==> src/rtl/sram_like_bridge_if.sv <==
// Stage-side request/response and SRAM-like bus signals of one bridge.
// slave: bridge view; master: stage plus bus-side view.
interface sram_like_bridge_if #(
  parameter int ADDR_W = 32,
  parameter int DATA_W = 32
);
  logic                cpu_req_valid;
  logic                cpu_req_ready;
  logic                cpu_req_wr;
  logic [1:0]          cpu_req_size;
  logic [DATA_W/8-1:0] cpu_req_wstrb;
  logic [ADDR_W-1:0]   cpu_req_addr;
  logic [DATA_W-1:0]   cpu_req_wdata;
  logic                cpu_resp_valid;
  logic                cpu_resp_ready;
  logic [DATA_W-1:0]   cpu_resp_rdata;
  logic                req;
  logic                wr;
  logic [1:0]          size;
  logic [DATA_W/8-1:0] wstrb;
  logic [ADDR_W-1:0]   addr;
  logic [DATA_W-1:0]   wdata;
  logic                addr_ok;
  logic                data_ok;
  logic [DATA_W-1:0]   rdata;

  modport slave (
    input  cpu_req_valid, cpu_req_wr, cpu_req_size,
    input  cpu_req_wstrb, cpu_req_addr, cpu_req_wdata,
    output cpu_req_ready,
    output cpu_resp_valid, cpu_resp_rdata,
    input  cpu_resp_ready,
    output req, wr, size, wstrb, addr, wdata,
    input  addr_ok, data_ok, rdata
  );

  modport master (
    output cpu_req_valid, cpu_req_wr, cpu_req_size,
    output cpu_req_wstrb, cpu_req_addr, cpu_req_wdata,
    input  cpu_req_ready,
    input  cpu_resp_valid, cpu_resp_rdata,
    output cpu_resp_ready,
    input  req, wr, size, wstrb, addr, wdata,
    output addr_ok, data_ok, rdata
  );
endinterface

==> src/rtl/sram_like_bridge.sv <==
// Stage handshake to split-transaction SRAM-like bus bridge, in-order.
// Ports: clk, resetn (async low), cancel (flush), io (slave modport).
module sram_like_bridge #(
  parameter int ADDR_W  = 32,
  parameter int DATA_W  = 32,
  parameter int MAX_OUT = 2
) (
  input  logic             clk,
  input  logic             resetn,
  input  logic             cancel,
  sram_like_bridge_if.slave io
);
  localparam int CW = $clog2(MAX_OUT + 1);
  localparam int PW = (MAX_OUT > 1) ? $clog2(MAX_OUT) : 1;
  localparam int SW = DATA_W / 8;

  typedef logic [CW-1:0] cnt_t;
  typedef logic [PW-1:0] ptr_t;

  localparam cnt_t MAX_C = cnt_t'(MAX_OUT);
  localparam ptr_t LAST  = ptr_t'(MAX_OUT - 1);

  logic              pend;
  logic              r_wr;
  logic [1:0]        r_size;
  logic [SW-1:0]     r_wstrb;
  logic [ADDR_W-1:0] r_addr;
  logic [DATA_W-1:0] r_wdata;

  cnt_t out_cnt;
  cnt_t fifo_cnt;
  cnt_t discard_cnt;
  ptr_t wptr;
  ptr_t rptr;
  logic [DATA_W-1:0] mem [MAX_OUT];

  logic [CW:0] inflight;
  logic        acc_bus;
  logic        take;
  logic        drop;
  logic        push;
  logic        pop;
  logic        keep_pend;
  cnt_t        out_nxt;

  function automatic ptr_t inc(input ptr_t p);
    return (p == LAST) ? '0 : p + ptr_t'(1);
  endfunction

  // Credit: a request only issues if its response has a FIFO slot.
  assign inflight  = {1'b0, out_cnt} + {1'b0, fifo_cnt};
  assign io.req    = pend && (inflight < {1'b0, MAX_C});
  assign acc_bus   = io.req && io.addr_ok;

  assign io.cpu_req_ready = !cancel && (!pend || acc_bus);
  assign take = io.cpu_req_valid && io.cpu_req_ready;

  assign out_nxt   = out_cnt + cnt_t'(acc_bus) - cnt_t'(io.data_ok);
  assign drop      = io.data_ok && (discard_cnt != '0);
  assign push      = io.data_ok && !drop && !cancel;
  assign pop       = io.cpu_resp_valid && io.cpu_resp_ready;
  assign keep_pend = pend && io.req && !io.addr_ok;

  assign io.cpu_resp_valid = (fifo_cnt != '0);
  assign io.cpu_resp_rdata = mem[rptr];

  assign io.wr    = r_wr;
  assign io.size  = r_size;
  assign io.wstrb = r_wstrb;
  assign io.addr  = r_addr;
  assign io.wdata = r_wdata;

  always_ff @(posedge clk or negedge resetn) begin
    if (!resetn) begin
      pend    <= 1'b0;
      r_wr    <= 1'b0;
      r_size  <= '0;
      r_wstrb <= '0;
      r_addr  <= '0;
      r_wdata <= '0;
    end else if (take) begin
      pend    <= 1'b1;
      r_wr    <= io.cpu_req_wr;
      r_size  <= io.cpu_req_size;
      r_wstrb <= io.cpu_req_wstrb;
      r_addr  <= io.cpu_req_addr;
      r_wdata <= io.cpu_req_wdata;
    end else if (acc_bus || (cancel && !io.req)) begin
      // A request already on the bus must complete its handshake.
      pend    <= 1'b0;
    end
  end

  always_ff @(posedge clk or negedge resetn) begin
    if (!resetn) begin
      out_cnt     <= '0;
      discard_cnt <= '0;
    end else begin
      out_cnt <= out_nxt;
      // Everything still owed by the bus after this cycle is stale.
      if (cancel)
        discard_cnt <= out_nxt + cnt_t'(keep_pend);
      else if (drop)
        discard_cnt <= discard_cnt - cnt_t'(1);
    end
  end

  always_ff @(posedge clk or negedge resetn) begin
    if (!resetn) begin
      fifo_cnt <= '0;
      wptr     <= '0;
      rptr     <= '0;
      for (int i = 0; i < MAX_OUT; i++)
        mem[i] <= '0;
    end else if (cancel) begin
      fifo_cnt <= '0;
      wptr     <= '0;
      rptr     <= '0;
    end else begin
      if (push) begin
        mem[wptr] <= io.rdata;
        wptr      <= inc(wptr);
      end
      if (pop)
        rptr <= inc(rptr);
      fifo_cnt <= fifo_cnt + cnt_t'(push) - cnt_t'(pop);
    end
  end

  a_no_overflow: assert property (
    @(posedge clk) disable iff (!resetn)
    !(push && !pop && fifo_cnt == MAX_C)
  );
endmodule

==> src/flat_wrapper.sv <==
// flat-port wrapper written by rule: the top's interface ports become plain ports
module sram_like_bridge_flat 
#(
  parameter int ADDR_W  = 32,
  parameter int DATA_W  = 32,
  parameter int MAX_OUT = 2
)
  (clk, resetn, cancel, io_cpu_req_valid, io_cpu_req_wr, io_cpu_req_size, io_cpu_req_wstrb, io_cpu_req_addr, io_cpu_req_wdata, io_cpu_req_ready, io_cpu_resp_valid, io_cpu_resp_rdata, io_cpu_resp_ready, io_req, io_wr, io_size, io_wstrb, io_addr, io_wdata, io_addr_ok, io_data_ok, io_rdata);
  sram_like_bridge_if #(.ADDR_W(ADDR_W), .DATA_W(DATA_W)) io_i ();
  input  logic clk;
  input  logic resetn;
  input  logic cancel;
  input wire logic [$bits(io_i.cpu_req_valid)-1:0] io_cpu_req_valid;
  input wire logic [$bits(io_i.cpu_req_wr)-1:0] io_cpu_req_wr;
  input wire logic [$bits(io_i.cpu_req_size)-1:0] io_cpu_req_size;
  input wire logic [$bits(io_i.cpu_req_wstrb)-1:0] io_cpu_req_wstrb;
  input wire logic [$bits(io_i.cpu_req_addr)-1:0] io_cpu_req_addr;
  input wire logic [$bits(io_i.cpu_req_wdata)-1:0] io_cpu_req_wdata;
  output wire logic [$bits(io_i.cpu_req_ready)-1:0] io_cpu_req_ready;
  output wire logic [$bits(io_i.cpu_resp_valid)-1:0] io_cpu_resp_valid;
  output wire logic [$bits(io_i.cpu_resp_rdata)-1:0] io_cpu_resp_rdata;
  input wire logic [$bits(io_i.cpu_resp_ready)-1:0] io_cpu_resp_ready;
  output wire logic [$bits(io_i.req)-1:0] io_req;
  output wire logic [$bits(io_i.wr)-1:0] io_wr;
  output wire logic [$bits(io_i.size)-1:0] io_size;
  output wire logic [$bits(io_i.wstrb)-1:0] io_wstrb;
  output wire logic [$bits(io_i.addr)-1:0] io_addr;
  output wire logic [$bits(io_i.wdata)-1:0] io_wdata;
  input wire logic [$bits(io_i.addr_ok)-1:0] io_addr_ok;
  input wire logic [$bits(io_i.data_ok)-1:0] io_data_ok;
  input wire logic [$bits(io_i.rdata)-1:0] io_rdata;
  assign io_i.cpu_req_valid = io_cpu_req_valid;
  assign io_i.cpu_req_wr = io_cpu_req_wr;
  assign io_i.cpu_req_size = io_cpu_req_size;
  assign io_i.cpu_req_wstrb = io_cpu_req_wstrb;
  assign io_i.cpu_req_addr = io_cpu_req_addr;
  assign io_i.cpu_req_wdata = io_cpu_req_wdata;
  assign io_cpu_req_ready = io_i.cpu_req_ready;
  assign io_cpu_resp_valid = io_i.cpu_resp_valid;
  assign io_cpu_resp_rdata = io_i.cpu_resp_rdata;
  assign io_i.cpu_resp_ready = io_cpu_resp_ready;
  assign io_req = io_i.req;
  assign io_wr = io_i.wr;
  assign io_size = io_i.size;
  assign io_wstrb = io_i.wstrb;
  assign io_addr = io_i.addr;
  assign io_wdata = io_i.wdata;
  assign io_i.addr_ok = io_addr_ok;
  assign io_i.data_ok = io_data_ok;
  assign io_i.rdata = io_rdata;
  sram_like_bridge #(.ADDR_W(ADDR_W), .DATA_W(DATA_W), .MAX_OUT(MAX_OUT)) u_core (.clk(clk), .resetn(resetn), .cancel(cancel), .io(io_i));
endmodule
==> config.mk <==
export PLATFORM = sky130hd
export DESIGN_NAME = sram_like_bridge_flat
export DESIGN_NICKNAME = d
export VERILOG_FILES = /design/src/rtl/sram_like_bridge_if.sv /design/src/rtl/sram_like_bridge.sv /design/src/flat_wrapper.sv
export SDC_FILE = /design/constraint.sdc
export NUM_CORES = 1
export LEC_CHECK = 0
export ABC_CLOCK_PERIOD_IN_PS = 2400
export BUFFER_PORTS_ARGS = -buffer_cell sky130_fd_sc_hd__buf_4
export CAP_MARGIN = 20
export CORE_AREA = 2 2 138 140
export DETAILED_ROUTE_END_ITERATION = 8
export DIE_AREA = 0 0 140 142
export GPL_ROUTABILITY_DRIVEN = 1
export PLACE_DENSITY = 0.63
export SYNTH_ARGS = -nofsm -noshare
export SYNTH_HDL_FRONTEND = slang
export SYNTH_SLANG_ARGS = --single-unit
==> constraint.sdc <==
create_clock -name clk -period 2.4 [get_ports clk]
set_input_delay 0.36 -clock clk [delete_from_list [all_inputs] [get_ports clk]]
set_output_delay 0.36 -clock clk [all_outputs]
set_load 0.01 [all_outputs]
# --- After elaboration in Yosys (flattened, before gate mapping) ---
# Cells that the tools add are included.
word_totals:
  mem_count: 0
  ram_bits: 0
  reg_bits: 144
  mem_bits_ro: 0
  latch_bits: 0
  input_bits: 110
  word_cells: 72
op_classes:
  n_addsub: 9
  n_bitwise: 3
  n_reduce_logical: 26
  n_div: 0
  n_lt_le_gt_ge: 4
  multipliers: 0
  n_eq_ne: 0
  n_mux: 17
  shift: 0
op_table:
  columns: ["op", "n"]
  rows:
  - ["$mux W32", 4]
  - ["$bwmux W64", 1]
  - ["$demux W32 S1", 1]
  - ["$logic_and A1 B1 Y1", 12]
  - ["$reduce_bool A2 Y1", 6]
  - ["$mux W1", 8]
  - ["$add A2 B1 Y2", 3]
  - ["$mux W2", 3]
  - ["$logic_not A1 Y1", 5]
  - ["$ge A2 B2 Y1 const B", 2]
  - ["$not A1 Y2", 2]
  - ["$sub A2 B1 Y2", 2]
  - ["$add A2 B2 Y3", 1]
  - ["$lt A3 B2 Y1 const B", 1]
  - ["$add A1 B1 Y1 const B", 2]
  - ["$logic_or A1 B1 Y1", 2]
  - ["$lt A2 B1 Y1 const B", 1]
  - ["$reduce_and A2 Y1", 1]
  - ["$sub A2 B1 Y2 const B", 1]
  - ["$not A1 Y1", 1]

# --- Longest topological paths before layout ---
# Gate-level depths: netlist of run 1.
logic_depth:
  depth_word: 8
  depth_mapped: 9

# --- Worst setup path after synthesis of run 1 ---
# OpenSTA, ideal clock, no wires.
synth_path:
  path_kind: "register to register"
  start: "register u_core.fifo_cnt[0]"
  end: "register u_core.discard_cnt[1]"
  path_slack_ns: -0.029
  synth_period_minus_slack_ns: 2.429
  stages_incl_launch_ff: 10
  setup_time_ns: 0.125
  arrival_time_ns: 2.305
  path_cell_list: "dfrtp_1 > inv_1 > nor2_1 > fa_1 > nand4bb_2 > inv_1 > ha_1 > ha_1 > xnor3_1 > mux2_2"
synth_via:
  elab_chain_cells: 8
synth_lines:
  columns: ["element", "line_no", "rtl"]
  rows:
  - ["start: declaration", "sram_like_bridge.sv:31", "cnt_t fifo_cnt;"]
  - ["start signal: assignment", "sram_like_bridge.sv:126", "fifo_cnt <= fifo_cnt + cnt_t'(push) - cnt_t'(pop);"]
  - ["$add A2 B2 Y3", "sram_like_bridge.sv:51", "assign inflight = {1'b0, out_cnt} + {1'b0, fifo_cnt};"]
  - ["$lt A3 B2 Y1", "sram_like_bridge.sv:52", "assign io.req = pend && (inflight < {1'b0, MAX_C});"]
  - ["$logic_and A1 B1 Y1", "sram_like_bridge.sv:52", null]
  - ["$logic_and A1 B1 Y1", "sram_like_bridge.sv:53", "assign acc_bus = io.req && io.addr_ok;"]
  - ["$add A2 B1 Y2", "sram_like_bridge.sv:58", "assign out_nxt = out_cnt + cnt_t'(acc_bus) - cnt_t'(io.data_ok);"]
  - ["$sub A2 B1 Y2", "sram_like_bridge.sv:58", null]
  - ["net u_core.out_nxt[0]", "sram_like_bridge.sv:44", "cnt_t out_nxt;"]
  - ["$add A2 B1 Y2", "sram_like_bridge.sv:102", "discard_cnt <= out_nxt + cnt_t'(keep_pend);"]
  - ["$mux W2", "sram_like_bridge.sv:101", "if (cancel)"]
  - ["end signal: assignment", "sram_like_bridge.sv:102", null]
  - ["end signal: assignment", "sram_like_bridge.sv:104", "discard_cnt <= discard_cnt - cnt_t'(1);"]
  - ["end: declaration", "sram_like_bridge.sv:32", "cnt_t discard_cnt;"]
# The timed path passes the listed nets, and every way through them passes these cells.
# A chain may end at the register's enable or synchronous reset.

# --- Worst setup path after layout of run 1 ---
# Same ends and word-level chain as after synthesis.

==> metrics.md, run 1 <==
| Metric | Value |
|---|---|
| Status | finished, violations left |
| Violated checks | DRC |
| Overflow after GRT | 0 |
| GR Util All Layers | 14.3% |
| Setup WS pre-CTS | -33.4 ps |
| Worst setup startpoint | u_core.fifo_cnt[0] |
| Total die area | between 15000 and 20000 µm² |
| Layout overhead on the synthesized area | 43.7% |
| Clock slew at reported path FFs | around 60 ps |
| Most frequent cells in the layout | 234 x buf_4, 165 x mux2_2, 144 x dfrtp_1 |
| Peak supply drop | a little over 0.6 mV |
| Slew headroom | between 60 and 70% |
| Buffer levels on the longest clock path | 2 |
| CP Data Arrival Time | 2660 ps |
| Final Instance Area | 8600 µm² |
| Num CTS Buffers | 17 |
| Syn Nets | 492 |
| CTS tree | yes |
| Worst skew pair latency | slightly above 400 ps |
| Crit end category | flip-flop |
| Die span in x | around 140 µm |
| R2R Setup Slk | 40 ps |
| Critical Path Fanout Max | 3 |
| Clk sink count | 144 |
| Final Setup Violations | 0 |
| H-Tree Depth | 4 |
| Ys Warns | 0 |
| Antenna diode count | 0 |
| Post-synth top area cell | dfrtp_1 |
| Synth top area cells | dfrtp_1 60%, mux2_2 31%, buf_6 1.3%, ha_1 1.3%, xnor2_1 0.73% |
| Commonest non-fill, non-tap cell in the layout | buf_4 |
| Hold EP | u_core.mem[39] |
| Routed Antenna Nets | 0 |
| Area of the multi-input gates | 2270 µm² |
| Drt first pass iters | 9 |
| Nets | around 740 |
| DRC violations left | 24 |
| PwrDens | 1320 nW/µm² |
| Synth unique cells | 27 |
| Worst Hold Launch | io_rdata[7] |
| # fillers | 1645 |
| Final Cycle Share | 98.4% |
| Vias | 3907 |
| Asr flop ratio synth | 100% |
| Depth of the worst register-to-register path | 9 |
| Reg2reg end | u_core.discard_cnt[1] |
| Synth Area per Inst | about 16 µm² |
| CP required | 2700 ps |
| Initial core utilization | 32.4% |
| Worst hold slack | around 170 ps |
| Max incr delay on CP | roughly 450 ps |
| FP Rows | 50 |
| Share of cells above drive strength 1 | 70.8% |
| RD Place Congestion | 0.867 |
| Worst-Margin Slew | 516 ps |
| DP Area | 7980 µm² |
| Core Area | between 15000 and 20000 µm² |
| Leakage | 4.08 nW |
| Register area share after synthesis | 60.2% |
| Antenna violations before repair | 0 |
| Routed wire per std cell | 16.2 µm |
| Final WL | 14000 µm |
| Critical path cell sequence | inv_2 > nor2_2 > fa_1 > nand4bb_4 > inv_1 > ha_4 > ha_2 > xnor3_1 > mux2_2 |
| Critical-path top delay cell | fa_1 |
| Seq. cell area | 3600 µm² |
| Starting DRT DRC Count | around 110 |
| IO Pins | between 200 and 250 |
| Mapped Area | 5990 µm² |
| Setup TNS | 0 ps |
| Final min period | 2360 ps |
| Setup ws final | 39.1 ps |
| Number of global-route vias before repair | 4285 |
| Number of flops mapped to enable cells by yosys | 0 |
| Top_reg_cell synth | dfrtp_1 |
| Height of the die | 142 µm |
| Synth top area share | 60.2% |
| Root buffer cell | clkbuf_16 |
| Worst Hold Class | in2reg |
| Hold Path Cell Cnt | 2 |
| Kind of critical path | reg2reg |
| Largest net degree at the start of global routing | 58 |
| Maximum operating frequency | 0.424 GHz |
| Drt via density | 4.54 |
| First-pass GRT wire length | roughly 22000 µm |
| RSZ-0062 raised after global routing | yes |
| Dpl hpwl | 10100 µm |
| Worst r2r src | u_core.fifo_cnt[0] |
| #FFs+latches synth | about 140 |
| Fin. Hold Viols | 0 |
| Max-cap violation count | 0 |
| Worst Skew | between 9 and 10 ps |
| Port-buffer cells | 215 |
| Startpoint types | flip-flop |
| Syn Inst Count | 375 |
| Slew Viols, Final | 0 |
-- state kept, by name (all words and copies together), names as in the netlist, 2 cells and up --
register / cells
u_core.mem: 64
u_core.io.wstrb: 4
u_core.io.size: 2
u_core.io.wdata: 32
u_core.out_cnt: 2
u_core.discard_cnt: 2
u_core.io.addr: 32
u_core.fifo_cnt: 2
-- layer usage --
metal | wire length [µm] | GRT usage [%] | share of wire (%) | up-vias
li1 | - | - | - | 1803
met1 | 5540 | 16.2 | 40 | 1929
met2 | 6740 | 23.8 | 48 | 162
met3 | 1500 | 7.00 | 11 | 13
met4 | 171 | 4.78 | 1.2 | 0
met5 | 0 | 0 | 0 | -
-- stage by stage --
step	power, mW	util [%]	cells
3_5_place_dp	9.16	43.3	827
5_1_grt	12.1	46.6	861
4_1_cts	11.5	46.2	856
3_3_place_gp	8.97	43.3	827
6_report	11.4	46.6	861
2_1_floorplan	6.78	-	375
-- synth_stat cells (all sizes together) (2+ instances only) --
library cell  number
xnor2              5
a21oi              2
nor2               4
mux2             168
dfrtp            144
clkbuf             5
buf               13
ha                 6
inv                7
nor2b              2
nand2b             3
nand2              3
xor2               2
-- power by group --
group          internal (mW)  total, mW  leakage (nW)  switching, mW
Combinational           2.96       4.84          2.09           1.88
Sequential              3.65       4.28          1.75          0.627
Clock                   1.33       2.25         0.241          0.917
Total                   7.95       11.4          4.08           3.43
-- kinds of logic (layout without fill, tap and decap cells) --
kind of cell    Yosys count  in the layout  share of synthesized area, %
compound gates            5              5                         0.711
xor+xnor                  8              8                          1.40
fa+ha+maj                 7              7                          1.59
buf+inv                  25            277                          2.57
flops                   144            144                          60.2
mux                     169            169                          31.8
simple gates             17             17                          1.78
-- critical path, delay by kind of cell, from the launching register on --
family        cells  cell delay (ps)
flops             1              390
fa+ha+maj         3              830
mux               1              270
buf+inv           2              180
xor+xnor          1              310
simple gates      2              280
-- how the worst max path moves through the flow --
stage                       endpoint  slack, ps  depth (start not counted)
2_1_floorplan  u_core.discard_cnt[1]         30                          9
5_1_grt        u_core.discard_cnt[1]        -50                          9
6_report       u_core.discard_cnt[1]         40                          9
3_5_place_dp   u_core.discard_cnt[1]        -30                          9
3_3_place_gp   u_core.discard_cnt[1]         20                          9
4_1_cts             io_cpu_req_ready          5                          7
-- repair_timing --
action                                 CTS  global route
pin swaps                                1             5
setup buffers                            1             3
endpoints found under the hold margin   51             0
resized for setup                        6             2
hold buffers                             1             0
cloned                                   0             2
setup endpoints to repair                2            26
-- area by class of cell --
type	instances	area share (%)
repair buffers	243	22.2
inverters	7	0.305
clock buffers	20	5.31
well taps	234	3.40
flip-flops and latches	144	41.9
multi-input cells	206	26.4
clock inverters	7	0.494
Note: power is estimated with default switching activity, not from simulation.
==> run 2, diff against run 1 <==
Settings changed: ABC_AREA from default to 1, CAP_MARGIN 20 to default, CORE_AREA 2 2 138 140 to 2 2 141 143, DIE_AREA 0 0 140 142 to 0 0 143 145, PLACE_DENSITY 0.63 to 0.62, SLEW_MARGIN from default to 20.
==> metrics.md, run 2 <==
| Metric | Value |
|---|---|
| Status | completed |
| Overflow after GRT | 0 |
| Peak supply drop | 0.537 mV |
| Critical Path Fanout Max | 3 |
| Dpl hpwl | roughly 11000 µm |
| Worst Skew | roughly 8.5 ps |
| Worst Hold Class | in2reg |
| Max-cap violation count | 0 |
| Slew headroom | between 60% and 70% |
| Root buffer cell | clkbuf_16 |
| Largest net degree at the start of global routing | between 70 and 80 |
| Worst hold slack | 202 ps |
| Final design utilization | 46.3% |
| Clk sink count | 144 |
| Combinational share of power | 37.1% |
| FP Rows | about 50 |
| Worst skew pair latency | 410 ps |
| Post-synth top area cell | dfrtp_1 |
| Internal cell power | 7.63 mW |
| Commonest non-fill, non-tap cell in the layout | nand2_1 |
| Routed Antenna Nets | 0 |
| Final WL | 17000 µm |
| Kind of critical path | reg2out |
| RD Place Congestion | 0.751 |
| Layout overhead on the synthesized area | 43.0% |
| Starting DRT DRC Count | approximately 280 |
| Synth Area per Inst | 8.45 µm² |
| Final Cycle Share | ~96% |
| DRC violations left | 0 |
| Most frequent cells in the layout | 318 x nand2_1, 221 x buf_4, 143 x dfrtp_1 |
| Drt via density | approximately 4.5 |
| Final total power | 11.6 mW |
| Ys Warns | 0 |
| #FFs+latches synth | 144 |
| Drt first pass iters | 4 |
| Asr flop ratio synth | 100% |
| Worst r2r src | u_core.out_cnt[0] |
| Syn Nets | around 850 |
| Register area share after synthesis | 58.0% |
| Synth unique cells | 20 |
| Leakage | 4.84 nW |
| CTS tree | yes |
| Worst Hold Launch | io_cpu_req_addr[30] |
| PwrDens | 1310 nW/µm² |
| Nets | about 1100 |
| Port-buffer cells | between 200 and 250 |
| CP required | 2040 ps |
| Final min period | 2300 ps |
| CP Data Arrival Time | 1940 ps |
| Mapped Area | roughly 6200 µm² |
| Clock slew at reported path FFs | 60 ps |
| Die span in x | 143 µm |
| Sw Pwr | 3.97 mW |
| Final Setup Violations | 0 |
| Worst-Margin Slew | 556 ps |
| Slew Viols, Final | 0 |
| Antenna violations before repair | 0 |
| GR Util All Layers | 16.5% |
| Clk pwr share | between 20% and 30% |
| Top-count cell post-synth | nand2_1 |
| Synth top area share | approximately 58% |
| Total die area | 20700 µm² |
| Top_reg_cell synth | dfrtp_1 |
| H-Tree Depth | 4 |
| Sequential fraction of design power | 35.9% |
| IO Pins | 216 |
| Height of the die | 145 µm |
| First-pass GRT wire length | 27400 µm |
| Top cells by count, synth | 320 x nand2_1, 144 x dfrtp_1, 71 x nand4_1, 67 x o21ai_0, 52 x inv_1 |
| Vias | 5502 |
| Largest register FFs | 64 |
| Antenna diode count | 0 |
| Core Area | 19200 µm² |
| Fin. Hold Viols | 0 |
| Num CTS Buffers | 17 |
| Number of global-route vias before repair | 5416 |
| Startpoint types | flip-flop |
| Maximum operating frequency | approximately 0.44 GHz |
| Routed wire per std cell | approximately 14 µm |
| Synth top area cells | dfrtp_1 58%, nand2_1 19%, nand4_1 7.1%, o21ai_0 5.4%, inv_1 3.1% |
| Crit end category | output pin |
| Buffer levels on the longest clock path | 2 |
| Share of cells above drive strength 1 | 28.6% |
| Largest reg by FF count | u_core.mem |
| Worst setup startpoint | u_core.out_cnt[0] |
| Number of flops mapped to enable cells by yosys | 0 |
| R2R Setup Slk | 220 ps |
| Syn Inst Count | 736 |
| Switching share of total power | 34.2% |
| Initial core utilization | 32.4% |
## run 2: kinds of logic after synthesis
family	count (synthesis)	synth area share, %
and+or+nand+nor	407	27.8
DFF	144	58.0
buffers and inverters	104	6.56
AOI/OAI and AO/OA	71	5.78
adders and majority gates	7	1.53
xor gates and xnor gates	3	0.423
## run 2: layout make-up
type                    count  area, µm²
repair buffers            230       1810
fillers                  1922      10300
inverters                  54        203
clock inverters            13        258
multi-input cells         488       2240
well taps                 265        332
flip-flops and latches    144       3600
clock buffers              19        443
## run 2: critical path: stages, from the launching register on
cell     delay [ps]
dfrtp_1         370
nand2_1          70
inv_1            40
fa_1            440
inv_2            80
nand3_4          80
o21ai_4         150
inv_2            70
nor2_4          110
buf_6           110
## run 2: path summary, 6_finish.rpt
path                                         end  cells past startpoint
hold / removal                u_core.io.addr[30]                      3
min in group asynchronous         u_core.mem[62]                      2
max in group asynchronous    u_core.io.wdata[23]                      3
hold reg to reg               u_core.io.wstrb[1]                      2
setup reg to reg           u_core.discard_cnt[1]                     13
setup / recovery                io_cpu_req_ready                      9
## run 2: what timing repair did
action,in CTS,in global routing
resized for setup,1,7
pin swaps,1,2
setup endpoints to repair,1,1
hold endpoints to repair,44,0
setup buffers,1,2
hold buffers,1,0
gates cloned,0,0
## run 2: metrics by stage
| stage | setup WS [ps] | setup TNS, ps | cell area (µm²) | std cells |
|---|---|---|---|---|
| 2_1_floorplan | 440 | 0 | 6220 | 736 |
| 3_3_place_gp | 293 | 0 | 8130 | 1177 |
| 3_5_place_dp | 249 | 0 | 8130 | 1177 |
| 4_1_cts | 2.21 | 0 | 8850 | 1211 |
| 5_1_grt | -5.03 | -5.03 | 8890 | 1213 |
| 6_report | 103 | 0 | 8890 | 1213 |
## run 2: power groups by stage
stage	logic (mW)	registers, mW	clock network [mW]
after global routing	4.82	4.30	3.34
after global placement	4.23	4.16	0
after CTS	4.32	4.16	3.21
after detailed placement	4.30	4.16	0
final	4.31	4.16	3.13
after floorplan	1.93	4.33	0
## run 2: routing by layer
| layer | track usage [%] | vias up | share of wire, % |
|---|---|---|---|
| li1 | - | 2761 | - |
| met2 | 24.4 | 192 | 45 |
| met4 | 5.20 | 0 | 1.3 |
| met5 | 0 | - | 0 |
| met3 | 7.16 | 11 | 9.8 |
| met1 | 21.9 | 2538 | 44 |
